## src/rtl/tetris_cmd_scheduler_if.sv

```systemverilog
// tetris_cmd_scheduler_if: user command strobe plus engine cmd/ready handshake.
interface tetris_cmd_scheduler_if;
  logic       usr_valid;
  logic [2:0] usr_cmd;
  logic       ready;
  logic       cmd_valid;
  logic [2:0] cmd;
  modport master (output usr_valid, usr_cmd, ready, input cmd_valid, cmd);
  modport slave  (input usr_valid, usr_cmd, ready, output cmd_valid, cmd);
endinterface

```

## src/rtl/tetris_cmd_scheduler.sv

```systemverilog
// tetris_cmd_scheduler: queues user commands, generates level-scaled gravity DOWNs, issues one cmd per handshake.
// Optional macro CMD_DEDUP_EN: discard a push equal to the FIFO tail entry (DOWN exempt).
module tetris_cmd_scheduler #(
  parameter int FIFO_DEPTH  = 4,
  parameter int TW          = 25,
  parameter int BASE_PERIOD = 25_000_000,
  parameter int STEP        = 2_000_000,
  parameter int MIN_PERIOD  = 2_500_000
) (
  input  logic                        clk,
  input  logic                        reset_n,
  tetris_cmd_scheduler_if.slave       bus,
  input  logic [3:0]                  i_level,
  input  logic                        i_pause,
  input  logic                        i_game_over,
  output logic                        o_ovf,
  output logic [$clog2(FIFO_DEPTH):0] o_fifo_cnt
);
  localparam int AW = $clog2(FIFO_DEPTH);
  localparam logic [TW-1:0] BASE_T = TW'(BASE_PERIOD);
  localparam logic [TW-1:0] STEP_T = TW'(STEP);
  localparam logic [TW-1:0] MIN_T  = TW'(MIN_PERIOD);
  localparam logic [TW-1:0] P0     = BASE_T < MIN_T ? MIN_T : BASE_T;
  localparam logic [2:0]    DOWN   = 3'd4;
  typedef enum logic [1:0] {IDLE, ISSUE, WAIT} state_t;
  state_t        r_state;
  logic [TW-1:0] r_timer, r_period;
  logic          r_grav, r_ovf, r_cmd_valid;
  logic [2:0]    r_cmd;
  logic [2:0]    r_mem [FIFO_DEPTH];
  logic [AW-1:0] r_wr, r_rd;
  logic [AW:0]   r_cnt;
  logic [TW-1:0] w_dec, w_sub, w_period;
  logic          w_expire, w_go, w_pop, w_req, w_full, w_dup, w_push;
  assign w_dec    = TW'(i_level) * STEP_T;
  assign w_sub    = w_dec >= BASE_T ? '0 : BASE_T - w_dec;
  assign w_period = w_sub < MIN_T ? MIN_T : w_sub;
  assign w_expire = !i_pause && !i_game_over && r_timer == r_period - 1'b1;
  assign w_go     = r_state == IDLE && !i_pause && !i_game_over && (r_grav || r_cnt != '0);
  assign w_pop    = w_go && !r_grav;
  assign w_req    = bus.usr_valid && bus.usr_cmd != 3'd0 && bus.usr_cmd != 3'd7 && !i_game_over;
  assign w_full   = r_cnt == (AW+1)'(FIFO_DEPTH);
`ifdef CMD_DEDUP_EN
  // An entry popped this cycle no longer counts as the tail.
  assign w_dup    = bus.usr_cmd != DOWN && r_cnt > {{AW{1'b0}}, w_pop} && bus.usr_cmd == r_mem[r_wr - 1'b1];
`else
  assign w_dup    = 1'b0;
`endif
  assign w_push   = w_req && !w_dup && (!w_full || w_pop);
  assign o_ovf         = r_ovf;
  assign o_fifo_cnt    = r_cnt;
  assign bus.cmd_valid = r_cmd_valid;
  assign bus.cmd       = r_cmd;
  always_ff @(posedge clk or negedge reset_n)
    if (!reset_n) begin
      r_timer  <= '0;
      r_period <= P0;
      r_grav   <= 1'b0;
    end else if (i_game_over) begin
      r_timer <= '0;
      r_grav  <= 1'b0;
    end else begin
      r_grav <= w_expire || (r_grav && !w_go);
      if (!i_pause) r_timer <= w_expire ? '0 : r_timer + 1'b1;
      if (w_expire) r_period <= w_period;
    end
  always_ff @(posedge clk)
    if (w_push) r_mem[r_wr] <= bus.usr_cmd;
  always_ff @(posedge clk or negedge reset_n)
    if (!reset_n) begin
      r_wr  <= '0;
      r_rd  <= '0;
      r_cnt <= '0;
      r_ovf <= 1'b0;
    end else if (i_game_over) begin
      r_wr  <= '0;
      r_rd  <= '0;
      r_cnt <= '0;
    end else begin
      if (w_push) r_wr <= r_wr + 1'b1;
      if (w_pop) r_rd <= r_rd + 1'b1;
      r_cnt <= r_cnt + (AW+1)'(w_push) - (AW+1)'(w_pop);
      if (w_req && !w_dup && w_full && !w_pop) r_ovf <= 1'b1;
    end
  always_ff @(posedge clk or negedge reset_n)
    if (!reset_n) begin
      r_state     <= IDLE;
      r_cmd_valid <= 1'b0;
      r_cmd       <= '0;
    end else
      case (r_state)
        IDLE: if (w_go) begin
          r_state     <= ISSUE;
          r_cmd_valid <= 1'b1;
          r_cmd       <= r_grav ? DOWN : r_mem[r_rd];
        end
        ISSUE: if (i_game_over || bus.ready) begin
          r_state     <= i_game_over ? IDLE : WAIT;
          r_cmd_valid <= 1'b0;
        end
        WAIT: if (!bus.ready) r_state <= IDLE;
        default: r_state <= IDLE;
      endcase
endmodule
```

## src/flat_wrapper.sv

```systemverilog
// flat-port wrapper written by rule: the top's interface ports become plain ports
module tetris_cmd_scheduler_flat 
#(
  parameter int FIFO_DEPTH  = 4,
  parameter int TW          = 25,
  parameter int BASE_PERIOD = 25_000_000,
  parameter int STEP        = 2_000_000,
  parameter int MIN_PERIOD  = 2_500_000
)
  (clk, reset_n, i_level, i_pause, i_game_over, o_ovf, o_fifo_cnt, bus_usr_valid, bus_usr_cmd, bus_ready, bus_cmd_valid, bus_cmd);
  tetris_cmd_scheduler_if bus_i ();
  input  logic clk;
  input  logic reset_n;
  input  logic [3:0] i_level;
  input  logic i_pause;
  input  logic i_game_over;
  output logic o_ovf;
  output logic [$clog2(FIFO_DEPTH):0] o_fifo_cnt;
  input wire logic [$bits(bus_i.usr_valid)-1:0] bus_usr_valid;
  input wire logic [$bits(bus_i.usr_cmd)-1:0] bus_usr_cmd;
  input wire logic [$bits(bus_i.ready)-1:0] bus_ready;
  output wire logic [$bits(bus_i.cmd_valid)-1:0] bus_cmd_valid;
  output wire logic [$bits(bus_i.cmd)-1:0] bus_cmd;
  assign bus_i.usr_valid = bus_usr_valid;
  assign bus_i.usr_cmd = bus_usr_cmd;
  assign bus_i.ready = bus_ready;
  assign bus_cmd_valid = bus_i.cmd_valid;
  assign bus_cmd = bus_i.cmd;
  tetris_cmd_scheduler #(.FIFO_DEPTH(FIFO_DEPTH), .TW(TW), .BASE_PERIOD(BASE_PERIOD), .STEP(STEP), .MIN_PERIOD(MIN_PERIOD)) u_core (.clk(clk), .reset_n(reset_n), .bus(bus_i), .i_level(i_level), .i_pause(i_pause), .i_game_over(i_game_over), .o_ovf(o_ovf), .o_fifo_cnt(o_fifo_cnt));
endmodule
```

## config.mk

```make
export PLATFORM = sky130hd
export DESIGN_NAME = tetris_cmd_scheduler_flat
export DESIGN_NICKNAME = d
export VERILOG_FILES = /design/src/rtl/tetris_cmd_scheduler_if.sv /design/src/rtl/tetris_cmd_scheduler.sv /design/src/flat_wrapper.sv
export SDC_FILE = /design/constraint.sdc
export NUM_CORES = 1
export LEC_CHECK = 0
export BUFFER_PORTS_ARGS = -buffer_cell sky130_fd_sc_hd__buf_2
export CAP_MARGIN = 10
export CELL_PAD_IN_SITES_DETAIL_PLACEMENT = 1
export CELL_PAD_IN_SITES_GLOBAL_PLACEMENT = 1
export CORE_UTILIZATION = 49
export CTS_CLUSTER_DIAMETER = 60
export DETAILED_ROUTE_END_ITERATION = 8
export PLACE_DENSITY = 0.82
export SYNTH_ARGS = -nofsm -noshare
export SYNTH_HDL_FRONTEND = slang
export SYNTH_SLANG_ARGS = --single-unit
export TNS_END_PERCENT = 5
```

## constraint.sdc

```tcl
create_clock -name clk -period 4.55 [get_ports clk]
set_input_delay 0.91 -clock clk [delete_from_list [all_inputs] [get_ports clk]]
set_output_delay 0.91 -clock clk [all_outputs]
set_load 0.05 [all_outputs]
```

### Word level (Yosys, flattened, before mapping)

Memory sizes are Yosys's and may differ from the RTL's.
Index checks and enable logic that the tools add are counted.

| word-level totals | value |
|---|---|
| register bits after elaboration | 65 |
| latch bits | 0 |
| bits in writable memories | 12 |
| bits in read-only memories | 0 |
| output and inout port bits | 8 |
| logic and storage cells | 87 |
| memories kept | 1 |

Memories:

| memory | depth | width | rd ports | clocked after Yosys merged registers in | wr ports | line | RTL |
|---|---|---|---|---|---|---|---|
| u_core.r_mem | 4 | 3 | 1 | 0 | 1 | tetris_cmd_scheduler.sv:30 | `logic [2:0] r_mem [FIFO_DEPTH];` |

| operators by class | value |
|---|---|
| add/subtract/negate cells | 7 |
| $mul | 1 |
| div/mod/pow operators | 0 |
| order comparisons | 2 |
| eq/ne operators | 9 |
| shift-type cells | 0 |
| mux-type cells | 22 |
| bitwise logic cells | 1 |
| reductions and logical operators | 34 |

Operators by type and width:

| cell | count |
|---|---|
| 25-bit 2-to-1 mux | 5 |
| 25-bit by 1-bit adder with 25-bit output (second input constant) | 1 |
| 25-bit == test | 1 |
| 25-bit >= comparator (second input constant) | 1 |
| 25-bit by 22-bit < comparator with 1-bit output (second input constant) | 1 |
| 25-bit by 1-bit subtractor with 25-bit output (second input constant) | 1 |
| 25-bit subtractor (first input constant) | 1 |
| 4-bit by 14-bit multiplier with 18-bit output (second input constant) | 1 |
| 2-bit 2-to-1 mux | 8 |
| 1-bit logical AND | 13 |
| 1-bit logical NOT | 6 |
| 3-bit 2-to-1 mux | 2 |
| 2-bit by 1-bit inequality test with 1-bit output (second input constant) | 3 |
| 2-bit case mux with 3 select lines | 1 |
| 2-bit AND reduction | 3 |
| 3-bit AND reduction | 2 |
| 2-bit nonzero test | 3 |
| 3-bit nonzero test | 2 |
| 1-bit 2-to-1 mux | 5 |
| 2-bit by 1-bit adder with 2-bit output (second input constant) | 2 |
| 1-bit logical OR | 4 |
| 3-bit by 1-bit adder with 3-bit output | 1 |
| 3-bit == test (second input constant) | 1 |
| 3-bit inequality test (second input constant) | 1 |
| other kinds (7) | 7 |

### Depth between registers and ports, before layout

| depth | value |
|---|---|
| word-level depth | 10 |
| gate-level depth with buffers | 14 |
| depth with buffers taken out | 13 |

### Worst setup path before layout

No wires, ideal clock.

| timing path | value |
|---|---|
| kind | input to register |
| from | in i_level[1] |
| to | reg u_core.r_period[5] |
| data arrival time | 4.503 ns |
| setup slack | -0.031 ns |
| cell stages on the path | 14 |
| buffers on the path | 1 |
| cells stage by stage | inv_1 > ha_1 > fa_1 > inv_1 > fa_1 > nand2b_1 > a21oi_1 > xnor2_1 > or4_1 > a21oi_1 > a21oi_1 > nor3b_2 > buf_4 > o21bai_1 |

| between the ends | value |
|---|---|
| cells in the longest elaborated chain, start to end | 5 |
| elaborated cells on any way between the ends | 6 |

RTL lines:

| what | line | RTL |
|---|---|---|
| from (decl) | flat_wrapper.sv:14 | `input logic [3:0] i_level;` |
| 4-bit by 14-bit multiplier with 18-bit output (*) | tetris_cmd_scheduler.sv:35 | `assign w_dec = TW'(i_level) * STEP_T;` |
| 25-bit subtractor / 25-bit >= comparator (equally long branches) | tetris_cmd_scheduler.sv:36 | `assign w_sub = w_dec >= BASE_T ? '0 : BASE_T - w_dec;` |
| 25-bit 2-to-1 mux (*) | tetris_cmd_scheduler.sv:36 |  |
| 25-bit by 22-bit < comparator with 1-bit output | tetris_cmd_scheduler.sv:37 | `assign w_period = w_sub < MIN_T ? MIN_T : w_sub;` |
| 25-bit 2-to-1 mux (*) | tetris_cmd_scheduler.sv:37 |  |
| to (signal assigned) | tetris_cmd_scheduler.sv:65 | `if (w_expire) r_period <= w_period;` |
| to (decl) | tetris_cmd_scheduler.sv:27 | `logic [TW-1:0] r_timer, r_period;` |

Mark *: on every way between the ends. The rest lies on a longest branch, timed or not.
A chain may end at the register's enable or synchronous reset.

### Final worst setup path

| timing path | value |
|---|---|
| from | in i_level[1] |
| to | reg u_core.r_period[7] |

The elaborated chain is that of the path after synthesis.

==> impl_metrics.yaml <==
worst_setup_path:
  end_kind: "flip-flop"
  critPathMaxFanout: 16
  path_depth: 15
  crit_end: "u_core.r_period[7]$_DFFE_PN0P_"
  startpoint: "i_level[1]"
  path_class: "in2reg"
  cpMaxStageDelayCell: "or4_1"
  cp_data_arrival_time_ns: 4.43
  ff2ff_path_depth: 11
  rrSetupSlack_ns: 0.68
  r2r_start: "u_core.r_period[5]$_DFFE_PN0P_"
  cp-start-kind: "primary input"
  path_cells: "buf_2 > inv_1 > ha_1 > fa_1 > inv_1 > fa_1 > nand2b_1 > a21oi_1 > xnor2_1 > or4_1 > a21oi_2 > a21oi_1 > nor3b_2 > buf_4 > nand2b_1"
  critPathBufInv: 4
  r2r-end: "u_core.r_timer[10]$_DFFE_PN0P_"
  cpPeakStageDelay_ns: 0.55
  required_ns: 4.85
  cp_top_family: "adder cells"
power:
  p_int_mw: 1.24
  share_seq_of_total_power_pct: 37.7
  combinationalPowerShare_pct: 31.1
  pwr-share-clk_pct: 31.2
  p_sw_mw: 0.705
  ir_drop_v: 0.000207
  power.total_mw: 1.95
  swShare_pct: 36.2
  p_per_area_mw_per_mm2: 329
  leakagePower_nw: 2.40
cells_and_area:
  register_area_mm2: 0.00188
  multiInputGateArea_mm2: 0.00326
  drive_gt1_share_pct: 13.8
  post-route-util_pct: 54.9
  area_growth_pct: 9.35
  instances_no_fill: 754
  nNetsFinal: 657
  antennaDiodeCount: 0
  nFillCells: 1254
clock_network:
  post-cts-setup-buffers: 0
  h-tree-depth: 3
  cts_hold_buf: 0
  cts_resized: 0
  clk_pin_slew_ns: 0.09
  cts_tree: "done"
  clkLatencyLatePin_ns: 0.37
  clockRootBuffer: "clkbuf_8"
  cts_max_path_buffers: 2
  numCtsBuffers: 9
  clock_sink_count: 72
sta:
  rsz0062_at_grt: "no"
  finalCritPeriodShare_pct: 90.9
  period_minus_slack_ns: 4.13
  relSlewSlack_pct: 21.3
  setup_viol: 0
  slew_viol_final: 0
  holdWs_ns: 0.491
  fin_worst_skew_ns: 0.0162
  worst_slew_pin_slew_ns: 1.17
  tns_ns: 0
  hold_viol: 0
  clock.fmax_ghz: 0.242
global_route:
  antenna_found_initial: 0
  grt_use_total_pct: 26.5
  gr-total-overflow: 0
  grt_max_degree: 61
  grt_pass1_vias: 4940
  grt_pass1_wl_um: 23900
route:
  firstDrtPassIters: 4
  avgRoutedWirePerCell_um: 18.8
  wl_um: 14200
  ant_nets: 0
  drt_iter0_markers: 291
  num_vias: 4592
  drc_errors: 0
  avgViaCountPerCell: 6.09
floorplanning:
  dieArea_mm2: 0.0115
  ios: 21
  core_region_area_mm2: 0.0108
  fp.dieH_um: 107
  dieWidth_um: 107
  start_util_pct: 50.2
  num_rows: 38
yosys:
  syn_inst: 590
  synth_edf_count: 12
  synthTopCellsByCount: "nand2_1 (51), dfrtp_1 (48), nor2_1 (43)"
  synthesis.area_mm2: 0.00542
  async_flop_share_pct: 83.3
  syn_area_per_cell_um2: 9.19
  synth_top_area_share_pct: 22.2
  ys_seq_elements: 72
  yosys_warnings: 0
  ys_seq_area_share_pct: 34.6
  synthTopCellsByArea: "dfrtp_1 (22%), ha_1 (6.7%), edfxtp_1 (6.6%), dfstp_2 (5.8%), xnor2_1 (4.8%)"
  synth_flop_cell: "dfrtp_1"
  synth.distinct_cells: 67
  syn-num-nets: 638
  synth_most_common_cell: "nand2_1"
  synth_top_cell_by_area: "dfrtp_1"
flow_run:
  drv_cap: 0
placed_design:
  port_buffers: 20
  hpwlAfterDp_um: 10500
  place.gp.congestion: 0.853
  post-place-cells: 738
hold_path:
  hp-class: "reg2reg"
run_status:
  status: "finished, final reports clean"
[power by group through the flow]
stage,clock network (mW),logic (mW),registers (mW)
floorplan,0,0.330,0.839
global placement,0,0.572,0.743
detailed placement,0,0.609,0.746
CTS,0.622,0.612,0.733
global route,0.646,0.669,0.740
finish,0.608,0.607,0.734
[how the worst min path moves through the flow]
| stage | from | endpoint | depth (start not counted) |
|---|---|---|---|
| 4_1_cts | u_core.o_ovf$_DFFE_PN0P_ | u_core.o_ovf$_DFFE_PN0P_ | 1 |
| 2_1_floorplan | u_core.r_timer[0]$_DFFE_PN0P_ | u_core.r_timer[0]$_DFFE_PN0P_ | 1 |
| 3_3_place_gp | u_core.o_ovf$_DFFE_PN0P_ | u_core.o_ovf$_DFFE_PN0P_ | 1 |
| 6_report | u_core.o_ovf$_DFFE_PN0P_ | u_core.o_ovf$_DFFE_PN0P_ | 1 |
| 3_5_place_dp | u_core.o_ovf$_DFFE_PN0P_ | u_core.o_ovf$_DFFE_PN0P_ | 1 |
| 5_1_grt | u_core.o_ovf$_DFFE_PN0P_ | u_core.o_ovf$_DFFE_PN0P_ | 1 |
[worst reg2reg max path: stages, from the launching register on]
cell and delay (ns):
dfrtp_1 0.45, inv_1 0.11, ha_1 0.30, or4b_1 0.62
o41ai_1 0.39, o31ai_1 0.13, o22ai_1 0.20, nand3_1 0.16
or4_1 0.75, buf_4 0.31, a31oi_1 0.20, o22ai_1 0.11
[placed cells by master, fill, tap and decap left out, types with 13 or more instances in the layout]
cell      instances
a31oi_1          13
buf_2            20
buf_4            20
dfrtp_1          48
ha_1             29
inv_1            35
mux2i_1          15
nand2_1          51
nand2b_1         15
nand3_1          21
nand4_1          20
nor2_1           43
nor3_1           13
o21ai_0          14
xnor2_1          30
xor2_1           22
[layer usage]
layer / vias up / wire length [µm] / global-route usage [%]
met3: 34 / 324 / 4.62
met1: 2295 / 6210 / 31.6
met5: - / 0 / 0
met4: 0 / 424 / 11.8
li1: 2200 / - / -
met2: 63 / 7210 / 46.5
[registers in the layout (all words and copies together), names as in the netlist]
register	flops
u_core.r_wr	2
u_core.r_mem	12
u_core.bus.cmd	3
u_core.r_grav	1
u_core.r_timer	25
u_core.o_ovf	1
u_core.bus.cmd_valid	1
u_core.o_fifo_cnt	3
u_core.r_state	2
u_core.r_rd	2
u_core.r_period	20
[layout make-up]
class,count,share of cell area [%]
Multi-Input combinational cell,451,55.0
Sequential cell,72,31.7
Timing Repair Buffer,40,4.22
Tap cell,140,2.96
Inverter,35,2.22
Clock buffer,9,2.09
Clock inverter,7,1.84
[per-stage QoR]
step	worst slack [ns]	cell area, µm²
floorplan	0.0999	5420
global placement	0.164	5690
detailed placement	0.0117	5690
CTS	0.415	5930
global route	0.197	5930
finish	0.415	5930
[kinds of logic after synthesis]
logic type      after synthesis  share of synthesized area [%]
fa+ha+maj                    35                           8.91
compound gates              109                           13.9
xor+xnor                     52                           8.40
flops                        72                           34.6
mux                          23                           5.06
simple gates                232                           23.6
buf+inv                      67                           5.45
Note: power is estimated with default switching activity, not from simulation.
